==> config.mk <==
export PLATFORM = sky130hd
export DESIGN_NAME = dram_req_ctrl
export DESIGN_NICKNAME = d
export VERILOG_FILES = /design/src/rtl/dram_req_ctrl.sv
export SDC_FILE = /design/constraint.sdc
export NUM_CORES = 1
export LEC_CHECK = 0
export CORE_UTILIZATION = 35
export DETAILED_ROUTE_END_ITERATION = 12
export PLACE_DENSITY = 0.66
export SYNTH_ARGS = -nofsm -noshare
export SYNTH_HDL_FRONTEND = slang
export SYNTH_SLANG_ARGS = --single-unit
==> constraint.sdc <==
create_clock -name clk -period 8.09 [get_ports clk]
set_clock_uncertainty 0.2 [all_clocks]
set_input_delay 1.618 -clock clk [delete_from_list [all_inputs] [get_ports clk]]
set_output_delay 1.618 -clock clk [all_outputs]
set_load 0.03 [all_outputs]
==> src/rtl/dram_req_ctrl.sv <==
// In-order DRAM request sequencer: buffers read/write requests in a small FIFO, issues them one at
// a time to the bridge, and short-circuits repeated reads through a one-entry write-through cache.
module dram_req_ctrl #(
    parameter int unsigned ADDR_W     = 8,
    parameter int unsigned DATA_W     = 64,
    parameter int unsigned FIFO_DEPTH = 4
) (
    input  logic              clk,
    input  logic              rst_n,
    input  logic              req_valid_i,
    output logic              req_ready_o,
    input  logic              req_rw_i,
    input  logic [ADDR_W-1:0] req_addr_i,
    input  logic [DATA_W-1:0] req_wdata_i,
    output logic              rsp_valid_o,
    output logic [DATA_W-1:0] rsp_rdata_o,
    output logic              c_in_valid_o,
    output logic              c_r_wb_o,
    output logic [ADDR_W-1:0] c_addr_o,
    output logic [DATA_W-1:0] c_data_w_o,
    input  logic              c_out_valid_i,
    input  logic [DATA_W-1:0] c_data_r_i,
    output logic              busy_o
);

    localparam int unsigned PtrW = $clog2(FIFO_DEPTH);
    localparam int unsigned CntW = $clog2(FIFO_DEPTH + 1);

    typedef enum logic [1:0] {StIdle, StIssue, StWait, StResp} state_e;

    // Request buffer
    logic              rw_mem    [FIFO_DEPTH];
    logic [ADDR_W-1:0] addr_mem  [FIFO_DEPTH];
    logic [DATA_W-1:0] wdata_mem [FIFO_DEPTH];

    logic [PtrW-1:0] wr_ptr_q, rd_ptr_q;
    logic [CntW-1:0] cnt_q, cnt_d;
    logic            full_q, full_d;
    logic            push, pop;

    state_e            state_q;
    logic              c_in_valid_q, c_r_wb_q, rsp_valid_q;
    logic [ADDR_W-1:0] c_addr_q;
    logic [DATA_W-1:0] c_data_w_q, rsp_rdata_q;
    logic              cache_valid_q;
    logic [ADDR_W-1:0] cache_tag_q;
    logic [DATA_W-1:0] cache_data_q;

    logic              head_rw;
    logic [ADDR_W-1:0] head_addr;
    logic [DATA_W-1:0] head_wdata;
    logic              head_hit;

    assign push = req_valid_i && !full_q;
    assign pop  = (state_q == StIdle) && (cnt_q != '0);

    assign head_rw    = rw_mem[rd_ptr_q];
    assign head_addr  = addr_mem[rd_ptr_q];
    assign head_wdata = wdata_mem[rd_ptr_q];
    assign head_hit   = head_rw && cache_valid_q && (cache_tag_q == head_addr);

    always_comb begin
        cnt_d = cnt_q;
        if (push && !pop) begin
            cnt_d = cnt_q + CntW'(1);
        end else if (!push && pop) begin
            cnt_d = cnt_q - CntW'(1);
        end
        full_d = (cnt_d == CntW'(FIFO_DEPTH));
    end

    always_ff @(posedge clk) begin
        if (push) begin
            rw_mem[wr_ptr_q]    <= req_rw_i;
            addr_mem[wr_ptr_q]  <= req_addr_i;
            wdata_mem[wr_ptr_q] <= req_wdata_i;
        end
    end

    always_ff @(posedge clk or negedge rst_n) begin
        if (!rst_n) begin
            wr_ptr_q <= '0;
            rd_ptr_q <= '0;
            cnt_q    <= '0;
            full_q   <= 1'b0;
        end else begin
            if (push) wr_ptr_q <= wr_ptr_q + PtrW'(1);
            if (pop)  rd_ptr_q <= rd_ptr_q + PtrW'(1);
            cnt_q  <= cnt_d;
            full_q <= full_d;
        end
    end

    // Sequencer: the C_* command registers double as the popped command, and are only loaded on a
    // miss so the bridge-side address/data keep their last values across cache hits.
    always_ff @(posedge clk or negedge rst_n) begin
        if (!rst_n) begin
            state_q       <= StIdle;
            c_in_valid_q  <= 1'b0;
            c_r_wb_q      <= 1'b0;
            c_addr_q      <= '0;
            c_data_w_q    <= '0;
            rsp_valid_q   <= 1'b0;
            rsp_rdata_q   <= '0;
            cache_valid_q <= 1'b0;
            cache_tag_q   <= '0;
            cache_data_q  <= '0;
        end else begin
            c_in_valid_q <= 1'b0;
            rsp_valid_q  <= 1'b0;
            case (state_q)
                StIdle: begin
                    if (pop) begin
                        if (head_hit) begin
                            rsp_rdata_q <= cache_data_q;
                            rsp_valid_q <= 1'b1;
                            state_q     <= StResp;
                        end else begin
                            c_r_wb_q     <= head_rw;
                            c_addr_q     <= head_addr;
                            c_data_w_q   <= head_wdata;
                            c_in_valid_q <= 1'b1;
                            state_q      <= StIssue;
                        end
                    end
                end
                StIssue: state_q <= StWait;
                StWait: begin
                    if (c_out_valid_i) begin
                        if (c_r_wb_q) begin
                            rsp_rdata_q   <= c_data_r_i;
                            cache_valid_q <= 1'b1;
                            cache_tag_q   <= c_addr_q;
                            cache_data_q  <= c_data_r_i;
                        end else begin
                            rsp_rdata_q <= '0;
                            if (cache_valid_q && (cache_tag_q == c_addr_q)) begin
                                cache_data_q <= c_data_w_q;
                            end
                        end
                        rsp_valid_q <= 1'b1;
                        state_q     <= StResp;
                    end
                end
                StResp:  state_q <= StIdle;
                default: state_q <= StIdle;
            endcase
        end
    end

    assign req_ready_o  = !full_q;
    assign rsp_valid_o  = rsp_valid_q;
    assign rsp_rdata_o  = rsp_rdata_q;
    assign c_in_valid_o = c_in_valid_q;
    assign c_r_wb_o     = c_r_wb_q;
    assign c_addr_o     = c_addr_q;
    assign c_data_w_o   = c_data_w_q;
    assign busy_o       = (cnt_q != '0) || (state_q != StIdle);

endmodule

Word-level counts from Yosys, hierarchy flattened
Memories as Yosys holds them, arrays and structs flattened. A register that Yosys moved wholly into a read port is not among the register bits.
Index checks and enable logic that the tools add are counted.
{"block": "word_totals", "reg_bits": 158, "ramBits": 292, "out_inout_bits": 141, "elab_cells": 74, "n_memories": 3}
{"name": "wdata_mem", "words": 4, "word_bits": 64, "rd": 1, "rd_ports_with_merged_regs": 1, "write_ports": 1, "line": "34", "rtl": "logic [DATA_W-1:0] wdata_mem [FIFO_DEPTH];"}
{"name": "addr_mem", "words": 4, "word_bits": 8, "rd": 1, "rd_ports_with_merged_regs": 0, "write_ports": 1, "line": "33", "rtl": "logic [ADDR_W-1:0] addr_mem [FIFO_DEPTH];"}
{"name": "rw_mem", "words": 4, "word_bits": 1, "rd": 1, "rd_ports_with_merged_regs": 0, "write_ports": 1, "line": "32", "rtl": "logic rw_mem [FIFO_DEPTH];"}
{"block": "classes", "addsub": 4, "eq_ne": 9, "muxes": 22, "bitwise_logic": 1, "n_reduce_logical": 22}
{"cell": "64-bit 2-to-1 mux", "count": 6}
{"cell": "64-bit one-hot mux with 2 select lines", "count": 1}
{"cell": "8-bit == test", "count": 2}
{"cell": "3-bit AND reduction", "count": 3}
{"cell": "1-bit 2-to-1 mux", "count": 8}
{"cell": "2-bit one-hot mux with 4 select lines", "count": 1}
{"cell": "1-bit logical AND", "count": 7}
{"cell": "2-bit 2-to-1 mux", "count": 3}
{"cell": "3-bit 2-to-1 mux", "count": 2}
{"cell": "2-bit != test, second input constant", "count": 3}
{"cell": "2-bit nonzero test", "count": 3}
{"cell": "2-bit by 1-bit adder with 2-bit output, second input constant", "count": 2}
{"cell": "2-bit == test, second input constant", "count": 2}
{"cell": "1-bit logical NOT", "count": 4}
{"cell": "4-bit AND reduction", "count": 1}
{"cell": "3-bit by 1-bit adder with 3-bit output, second input constant", "count": 1}
{"cell": "3-bit == test, second input constant", "count": 1}
{"cell": "3-bit nonzero test", "count": 1}
{"cell": "3-bit by 1-bit subtractor with 3-bit output, second input constant", "count": 1}
{"cell": "2-bit by 1-bit == test with 1-bit output, second input constant", "count": 1}
{"cell": "2-bit logical NOT", "count": 1}
{"cell": "1-bit one-hot mux with 2 select lines", "count": 1}
{"cell": "2-bit AND reduction", "count": 1}
{"cell": "1-bit logical OR", "count": 1}
{"cell": "1-bit NOT", "count": 1}

Longest topological paths before layout
{"block": "depth", "ltp_word": 7, "depth_mapped": 10, "mapped_depth_nobuf": 8}

Worst setup path before layout
Ideal clock, no wire load.
{"block": "synth_timing", "path_type": "in2reg", "startpoint": "in req_valid_i", "endpoint": "mem addr_mem[0][0] (enable)", "arrival_ps": 3839, "slack_ps": 3612, "path_stages": 3, "path_buffers": 1, "path_cell_list": "nor2b_1 > clkbuf_1 > and2_1"}
{"block": "synth_via", "elab_chain_cells": 3}
{"item": "from (decl)", "line": "10", "rtl": "input logic req_valid_i,"}
{"item": "1-bit logical AND", "line": "54", "rtl": "assign push = req_valid_i && !full_q;"}
{"item": "1-bit 2-to-1 mux", "line": "73", "rtl": "if (push) begin"}
{"item": "1-bit 2-to-1 mux (implied by the code)", "line": "75", "rtl": "addr_mem[wr_ptr_q] <= req_addr_i;"}
{"item": "to (decl)", "line": "33"}
No other way between the ends.

Final worst setup path
{"block": "layout_timing", "startpoint": "reg rd_ptr_q[0]", "endpoint": "reg rsp_rdata_q[16], in the netlist rsp_rdata_o[16]"}
{"block": "layout_via", "elab_chain_cells": 5, "word_cells_on_any_way": 7, "cone_classes": "eq/ne (2); reduce/logical (3); memory (2)"}
{"item": "from (decl)", "line": "36", "rtl": "logic [PtrW-1:0] wr_ptr_q, rd_ptr_q;"}
{"item": "from (signal assigned)", "line": "88", "rtl": "if (pop) rd_ptr_q <= rd_ptr_q + PtrW'(1);"}
{"item": "memory read 4 x 8 bit or memory read 4 x 1 bit (tied branches)"}
{"item": "8-bit == test or 1-bit logical AND (tied branches)", "line": "60", "rtl": "assign head_hit = head_rw && cache_valid_q && (cache_tag_q == head_addr);"}
{"item": "1-bit logical AND *", "line": "60"}
{"item": "2-bit != test (no source line) *"}
{"item": "4-bit AND reduction (no source line) *"}
{"item": "to (signal assigned)", "line": "115", "rtl": "rsp_rdata_q <= cache_data_q;"}
{"item": "to (signal assigned)", "line": "131", "rtl": "rsp_rdata_q <= c_data_r_i;"}
{"item": "to (decl)", "line": "44", "rtl": "logic [DATA_W-1:0] c_data_w_q, rsp_rdata_q;"}
Mark *: on every way between the ends. The rest lies on a longest branch, timed or not.
A chain may end at the register's enable or synchronous reset.

==> impl_metrics.yaml <==
placement:
  dp_slack_ns: 3.463
  portBuffers: 281
  hpwlAfterDp_mm: 29.47
  place.gp.congestion: 0.7579
die:
  core_region_area_mm2: 0.05803
  rows: 88
  fp.dieW_um: 245.3
  io_pins: 282
  dieArea_mm2: 0.06015
  die_h_um: 245.3
  start_util_pct: 35.69
status:
  status: "completed"
global_route:
  grt_use_total_pct: 15.51
  grt_pass1_wl_mm: 71.27
  grt_max_degree: 116
  antenna_found_initial: 9
  first_global_vias: 11740
  gr-total-overflow: 0
critical_path:
  crit_family: "buffers and inverters"
  cp_num_buf_inv: 2
  worstPathCellList: "buf_4, nor4b_1, o2111ai_1, a221oi_4, buf_4, mux2_2"
  cpMostUsedCell: "buf_4"
  crit_required_ns: 8.35
  slowest_stage: "dfrtp_4"
  r2r.worst_path.cells: 6
  r2r-end: "rsp_rdata_o[16]"
  r2r_start: "rd_ptr_q[0]"
  cp-end-kind: "flop"
  max_stage_delay_ns: 0.85
  ff2ff_setup_slack_ns: 3.73
  arrival_ns: 4.62
  path_class: "reg -> reg"
  startpoint_type: "flop"
  crit_fanout: 64
route:
  num_vias: 11410
  drc_errors: 0
  viasPerCell: 4.805
  firstDrtPassIters: 4
  dr.first_iter.drc_count: 586
  wl_per_cell_um: 19.43
  finalWirelength_mm: 46.13
  ant_nets: 0
min_path:
  hold_end: "cnt_q[2]"
  min_path_type: "reg -> reg"
  min_from: "cnt_q[2]"
  worstHoldPathCells: 1
sta:
  post-route-period-util_pct: 53.91
  setup_viol: 0
  rsz0062_at_grt: "no"
  fin_ws_ns: 3.729
  tns_ns: 0
  whs_ns: 0.2857
  worstMarginPinSlew_ns: 1.180
  finalHoldViolCount: 0
  relSlewSlack_pct: 21.33
  max_freq_mhz: 229.3
  maxSlewViolCount: 0
  min_period_ns: 4.361
clocking:
  cts.path.max_buffers: 3
  cts_made_buffers: 55
  cts_resized: 0
  cts_tree: "built"
  cts_max_level: 2
  clk_pin_slew_ns: 0.06
  clkSinkCount: 514
  hold_buffers: 0
  cts-root-buf: "clkbuf_16"
  clock_latency_ns: 0.59
  post_cts_buffers: 0
pwr:
  p_leak_nw: 9.727
  p_per_area_mw_per_mm2: 424.3
  peakVddDrop_v: 0.0002469
finish:
  nNetsFinal: 1710
  syn_to_final_growth_pct: 25.79
  drive_gt1_share_pct: 19.81
synthesis:
  postSynthCellCount: 1286
  synth_area_leaders: "edfxtp_1 42%, dfrtp_1 27%, mux2_2 7.6%"
  synthTopCellsByCount: "292 x edfxtp_1, 222 x dfrtp_1, 140 x mux2_2"
  ys_ff_latch: 514
  yosysTopAreaCellShare_pct: 42.34
  syn_area_mm2: 0.02071
  synth_edf_count: 292
  synth_flop_cell: "edfxtp_1"
  ys_seq_area_share_pct: 69.16
  yosysWarnings: 0
  syn-num-nets: 1437
  yosys.area.top_type: "edfxtp_1"
  synthArstFlopShare_pct: 43.19
  synth.avg_cell_area_um2: 16.10
  yosysMostFrequentCell: "edfxtp_1"
  synth.distinct_cells: 37
run:
  drv_cap: 0
-- stage by stage --
| stage | util [%] | power, mW | cell area, um^2 | cells |
|---|---|---|---|---|
| finish | 44.90 | 11.05 | 26050 | 2374 |
| detailed placement | 41.83 | 8.764 | 24270 | 2267 |
| CTS | 44.88 | 11.24 | 26040 | 2370 |
| global route | 44.90 | 11.71 | 26050 | 2374 |
| global placement | 41.83 | 8.653 | 24270 | 2267 |
| floorplan | - | 7.191 | 20710 | 1286 |
-- sequential cells by signal (all words and copies together), names as in the netlist, 2 cells and up --
register and count:
c_addr_o 8, wdata_mem 256, state_q 2, cnt_q 3, cache_tag_q 8, rd_ptr_q 2
rsp_rdata_o 64, addr_mem 32, wr_ptr_q 2, cache_data_q 64, rw_mem 4, c_data_w_o 64
-- layout by cell type (no fill, tap or decap), drive strengths merged, types with 3 or more instances in the layout --
master           n
bufinv           3
edfxtp         292
clkinv          24
mux2i           73
inv             77
nor2            67
mux4            70
and2             6
nand3           65
nand2b           3
xor2            11
clkbuf          69
buf             12
dfrtp          222
clkinvlp         6
a21oi           65
xnor2           14
o21ai           68
diode            4
mux2           145
ha              10
clkdlybuf4s50  280
nand2            6
-- area by class of cell --
| class | instances | area [um^2] |
|---|---|---|
| Sequential cell | 514 | 14340 |
| Clock inverter | 34 | 267.8 |
| Inverter | 76 | 285.3 |
| Multi-Input combinational cell | 620 | 5782 |
| Tap cell | 765 | 957.2 |
| Timing Repair Buffer | 292 | 2913 |
| Clock buffer | 69 | 1501 |
| Fill cell | 5042 | 31970 |
| Antenna cell | 4 | 10.01 |
-- cell families after synthesis --
| family | synth area share [%] |
|---|---|
| compound gates | 3.613 |
| flops | 69.16 |
| buf+inv | 3.075 |
| mux | 19.02 |
| fa+ha+maj | 0.6525 |
| xor+xnor | 1.057 |
| simple gates | 3.414 |
-- how the worst max path moves through the flow --
stage          slack [ns]  cells after the start          endpoint           from
2_1_floorplan        3.61                      3    addr_mem[0][0]    req_valid_i
3_3_place_gp         3.54                      6  cache_data_q[30]  c_out_valid_i
3_5_place_dp         3.46                      6  cache_data_q[29]  c_out_valid_i
4_1_cts              3.61                      6   rsp_rdata_o[16]    rd_ptr_q[0]
5_1_grt              3.35                      6   rsp_rdata_o[10]    rd_ptr_q[0]
6_report             3.73                      6   rsp_rdata_o[16]    rd_ptr_q[0]
-- power breakdown --
group | switching (mW) | internal, mW
combinational | 2.33 | 2.06
sequential | 0.548 | 3.68
clock | 1.02 | 1.41
total | 3.90 | 7.16
-- routing by layer --
layer / track usage, % / wire length, um / vias up
met5: 0 / 63 / -
met4: 4.449 / 944 / 10
met3: 3.466 / 2273 / 75
met2: 26.07 / 23230 / 251
met1: 20.02 / 19620 / 5743
li1: - / - / 5327
-- worst register-to-register path, delay by kind of cell, from the launching register on --
kind                   cells  cell delay, ns
AND/OR/NAND/NOR            1            0.45
flip-flops                 1            0.85
multiplexers               1            0.49
buffers and inverters      2            1.62
AO/OA/AOI/OAI              2            0.64
(Power assumes the default switching activity.)
